===== config.mk =====
export PLATFORM = sky130hd
export DESIGN_NAME = perf_counter_bank
export DESIGN_NICKNAME = d
export VERILOG_FILES = /design/src/rtl/perf_pkg.sv /design/src/rtl/perf_counter_slice.sv /design/src/rtl/perf_counter_bank.sv
export SDC_FILE = /design/constraint.sdc
export NUM_CORES = 1
export LEC_CHECK = 0
export ABC_AREA = 0
export CAP_MARGIN = 30
export CORE_ASPECT_RATIO = 0.9
export CORE_MARGIN = 1.5
export CORE_UTILIZATION = 62
export DETAILED_ROUTE_END_ITERATION = 8
export PLACE_DENSITY = 0.81
export SYNTH_ARGS = -nofsm -noshare
export SYNTH_HDL_FRONTEND = slang
export SYNTH_SLANG_ARGS = --single-unit

===== constraint.sdc =====
create_clock -name clk -period 2.6 [get_ports clk]
set_input_delay 0.65 -clock clk [delete_from_list [all_inputs] [get_ports clk]]
set_output_delay 0.65 -clock clk [all_outputs]
set_load 0.01 [all_outputs]

===== src/rtl/perf_pkg.sv =====
// rtl/perf_pkg.sv - shared state encoding and channel map for the performance counter bank
package perf_pkg;

  typedef enum logic [1:0] {
    ST_IDLE   = 2'd0,
    ST_RUN    = 2'd1,
    ST_FROZEN = 2'd2
  } state_t;

  localparam int CH_CYCLES  = 0;
  localparam int CH_FLUSH   = 1;
  localparam int CH_STALL   = 2;
  localparam int CH_FWD     = 3;
  localparam int CH_BRANCH  = 4;
  localparam int CH_JUMP    = 5;
  localparam int CH_MEM     = 6;
  localparam int CH_RETIRED = 7;

endpackage


===== src/rtl/perf_counter_slice.sv =====
// rtl/perf_counter_slice.sv - one event counter with sticky overflow and wrap/saturate handling
module perf_counter_slice #(
  parameter int CNT_WIDTH = 32,
  parameter int SAT_MODE  = 1
) (
  input  logic                 clk,
  input  logic                 reset,
  input  logic                 clr,
  input  logic                 inc,
  output logic [CNT_WIDTH-1:0] count,
  output logic                 ovf
);

  always_ff @(posedge clk) begin
    if (reset || clr) begin
      count <= '0;
      ovf   <= 1'b0;
    end else if (inc) begin
      if (count == {CNT_WIDTH{1'b1}}) begin
        ovf   <= 1'b1;
        count <= (SAT_MODE != 0) ? {CNT_WIDTH{1'b1}} : {CNT_WIDTH{1'b0}};
      end else begin
        count <= count + 1'b1;
      end
    end
  end

endmodule


===== src/rtl/perf_counter_bank.sv =====
// rtl/perf_counter_bank.sv - IDLE/RUN/FROZEN controlled bank of event counters with registered read port
module perf_counter_bank
  import perf_pkg::*;
#(
  parameter int NUM_EVENTS = 8,
  parameter int CNT_WIDTH  = 32,
  parameter int SAT_MODE   = 1,
  parameter int SEL_W      = $clog2(NUM_EVENTS)
) (
  input  logic                  clk,
  input  logic                  reset,
  input  logic                  start,
  input  logic                  halt,
  input  logic                  clear,
  input  logic [NUM_EVENTS-1:0] event_in,
  input  logic [SEL_W-1:0]      rd_sel,
  output logic [CNT_WIDTH-1:0]  rd_data,
  output logic                  rd_valid,
  output logic [NUM_EVENTS-1:0] ovf,
  output logic                  running,
  output logic                  frozen
);

  state_t                 state;
  state_t                 nextState;
  logic [NUM_EVENTS-1:0]  incVec;
  logic [CNT_WIDTH-1:0]   counts [NUM_EVENTS];
  logic [CNT_WIDTH-1:0]   rdNext;

  always_comb begin
    nextState = state;
    if (clear) begin
      nextState = ST_IDLE;
    end else begin
      case (state)
        ST_IDLE:   if (start) nextState = ST_RUN;
        ST_RUN:    if (halt)  nextState = ST_FROZEN;
        ST_FROZEN: if (start) nextState = ST_RUN;
        default:   nextState = ST_IDLE;
      endcase
    end
  end

  // Cycle channel is forced on; a clearing cycle discards every increment.
  assign incVec = (state == ST_RUN && !clear)
                ? (event_in | (NUM_EVENTS'(1) << CH_CYCLES))
                : '0;

  for (genvar k = 0; k < NUM_EVENTS; k++) begin : gSlice
    perf_counter_slice #(
      .CNT_WIDTH (CNT_WIDTH),
      .SAT_MODE  (SAT_MODE)
    ) uSlice (
      .clk   (clk),
      .reset (reset),
      .clr   (clear),
      .inc   (incVec[k]),
      .count (counts[k]),
      .ovf   (ovf[k])
    );
  end

  // Unmatched selects (rd_sel >= NUM_EVENTS) fall through to zero.
  always_comb begin
    rdNext = '0;
    for (int k = 0; k < NUM_EVENTS; k++) begin
      if (rd_sel == SEL_W'(k)) rdNext = counts[k];
    end
  end

  always_ff @(posedge clk) begin
    if (reset) begin
      state    <= ST_IDLE;
      rd_data  <= '0;
      rd_valid <= 1'b0;
      running  <= 1'b0;
      frozen   <= 1'b0;
    end else begin
      state    <= nextState;
      rd_data  <= rdNext;
      rd_valid <= (nextState == ST_FROZEN);
      running  <= (nextState == ST_RUN);
      frozen   <= (nextState == ST_FROZEN);
    end
  end

endmodule


==> results.toml <==
[route]
detail-route-antenna-nets = 0
drt_iter0_markers = 1850
vias = 14444
drc_errors = 0
wl_um = 46300
firstDrtPassIters = 6
avgRoutedWirePerCell_um = 21.3
drt-vias-per-instance = 6.64

[clock_network]
ctsHtreeMaxLevel = 1
postCtsSetupBuffers = 0
cts_tree = "yes"
cts-resized-gates = 0
path_clk_slew_ps = 60
cts_made_buffers = 31
clock_insertion_delay_worst_skew_ps = 550
cts_root_buf = "clkbuf_16"
holdBufCountCts = 0
cts_sinks = 300
clockBufferDepth = 3

[floorplan]
ios = 59
dieArea_mm2 = 0.0258
dieHeight_um = 153
floorplan.initialDensity = 0.634
die-width_um = 169
row_count = 54
core_mm2 = 0.0243

[job]
drv_cap = 0

[finish]
num-fill-cells = 1807
drive_gt1_frac = 0.138
final_cell_area_mm2 = 0.0178
final_core_util = 0.731
stdcell_count = 2174
antennaDiodeCount = 0
area_growth_pct = 15.3
nets = 1868

[placement]
dp_worst_setup_slack_ps = -276
dp.cells = 2119
dpl_cell_area_mm2 = 0.0168
dp_hpwl_um = 33500
place.gp.congestion = 0.955
io_buffers = 57

[yosys]
avgSynthCellArea_um2 = 8.71
ys_async_sr_fraction = 0
synth-seq-cells = 300
yosys.area.top_type = "dfxtp_1"
synth_most_common_cell = "dfxtp_1"
synth_top_area_frac = 0.390
ys.flop_type = "dfxtp_1"
netlist_area_mm2 = 0.0154
yosysSeqAreaShare = 0.390
synth_area_leaders = "dfxtp_1 39%, a21oi_1 7.5%, xor2_1 6.4%, xnor2_1 4.3%, mux4_2 3.4%"
syn_inst = 1771
syn_nets = 1795
synth-edff-count = 0
yosysWarningCount = 0
synth_cell_types = 69
synth_common_cells = "300 x dfxtp_1, 232 x a21oi_1, 120 x nor2_1"

[hold_path]
min_from = "gSlice[4].uSlice.ovf$_SDFFE_PP0P_"
hp-class = "register to register"

[global_routing]
grt_max_degree = 73
grt_overflow = 0
gr-usage-all-layers = 0.355
antenna_found_initial = 1
grt_pass1_vias = 13390
grt_pass1_wl_um = 73300

[worst_setup_path]
worstSetupPathType = "input port to register"
critPathArrivalTime_ps = 2780
startpoint_type = "input port"
end_kind = "register"
r2r-start = "gSlice[1].uSlice.count[13]$_SDFFE_PP0P_"
required_ps = 3030
path_max_fanout = 7
worstSetupStartpoint = "clear"
ff2ff_setup_slack_ps = 310

[timing]
relSlewSlack = 0.500
skew_ps = 7.13
rsz0062_at_grt = "false"
slew_viol_final = 0
period_share = 0.902
fin_ws_ps = 254
final_hold_viol_count = 0
fmax_ghz = 0.426
min_period_ps = 2350
setup_viol = 0
tightest_slew_ps = 731

[power]
powerDensity_mw_per_mm2 = 536
pwr-share-seq = 0.486
p_clk_frac = 0.468
ir_drop_mv = 0.560
total_power_w = 0.00953
power.switching_w = 0.00212
p_leak_nw = 6.11
p_int_w = 0.00741
swShare = 0.222
pwr-share-comb = 0.046

[outcome]
run_status = "completed"
[path summary, 6_finish.rpt]
path              cells past startpoint                                       to
hold / removal                        2        gSlice[4].uSlice.ovf$_SDFFE_PP0P_
hold reg to reg                       2        gSlice[4].uSlice.ovf$_SDFFE_PP0P_
setup reg to reg                      6  gSlice[1].uSlice.count[25]$_SDFFE_PP0P_
setup / recovery                      9  gSlice[7].uSlice.count[27]$_SDFFE_PP0P_
[state kept, by name, summed over array words and instances, names as in the netlist]
| signal | cells |
|---|---|
| running | 1 |
| frozen | 1 |
| rd_data | 32 |
| gSlice.uSlice.count | 256 |
| gSlice.uSlice.ovf | 8 |
| state | 2 |
[layout by cell type, fill, tap and decap left out, types with 11 or more instances in the layout]
cell,synthesis,routed
a2111oi_0,23,23
a21oi_1,232,232
a22o_1,12,12
a31oi_1,17,17
and2_1,11,11
and3_1,59,59
and4_1,39,39
buf_4,10,103
clkbuf_16,0,31
clkdlybuf4s50_1,0,54
dfxtp_1,300,300
inv_1,30,30
mux2_2,24,24
mux2i_1,14,14
mux4_2,23,23
nand2_1,108,108
nand3_1,93,93
nand4_1,76,76
nor2_1,120,119
nor3_1,56,56
nor4_1,28,27
o21ai_0,29,29
o22ai_1,23,23
xnor2_1,75,75
xor2_1,113,113
[area by class of cell]
type | instances | area [µm²] | area share
Tap cell | 308 | 385 | 0.0217
Sequential cell | 300 | 6010 | 0.338
Clock buffer | 42 | 907 | 0.0510
Inverter | 30 | 113 | 0.00633
Multi-Input combinational cell | 1310 | 8710 | 0.490
Timing Repair Buffer | 171 | 1530 | 0.0863
Clock inverter | 13 | 119 | 0.00669
[cells by family (layout without fill, tap and decap cells)]
logic type	count (synthesis)	count (layout)	synth area share
flops	300	300	0.390
fa+ha+maj	8	8	0.00649
xor+xnor	188	188	0.107
simple gates	660	660	0.239
compound gates	393	393	0.152
mux	61	61	0.0602
buf+inv	161	256	0.0460
[metrics by stage]
step | TNS, ps | hold WS [ps]
6_report | 0 | 445
5_1_grt | 0 | 459
4_1_cts | 0 | 445
3_5_place_dp | -26870 | 435
3_3_place_gp | -18180 | 431
2_1_floorplan | 0 | 426
[power groups by stage]
| stage | sequential (W) | combinational [W] | clock, W |
|---|---|---|---|
| after global placement | 0.00474 | 0.000420 | 0 |
| final | 0.00463 | 0.000441 | 0.00446 |
| after global routing | 0.00463 | 0.000465 | 0.00466 |
| after floorplan | 0.00475 | 0.000224 | 0 |
| after detailed placement | 0.00474 | 0.000428 | 0 |
| after CTS | 0.00463 | 0.000430 | 0.00448 |
[critical path: stages]
cell and delay [ps]:
clkdlybuf4s50_1 500, buf_4 210, nor4bb_1 300, buf_4 210
nand4_1 150, buf_4 200, nor4_1 290, xnor2_1 170
a21oi_1 80
[metal layers]
metal / track usage / up-vias / share of wire
li1: - / 6656 / -
met1: 0.489 / 6891 / 0.41
met2: 0.562 / 759 / 0.46
met3: 0.0436 / 136 / 0.086
met4: 0.155 / 2 / 0.048
met5: 0 / - / 0.00028
Note: power is estimated with default switching activity, not from simulation.
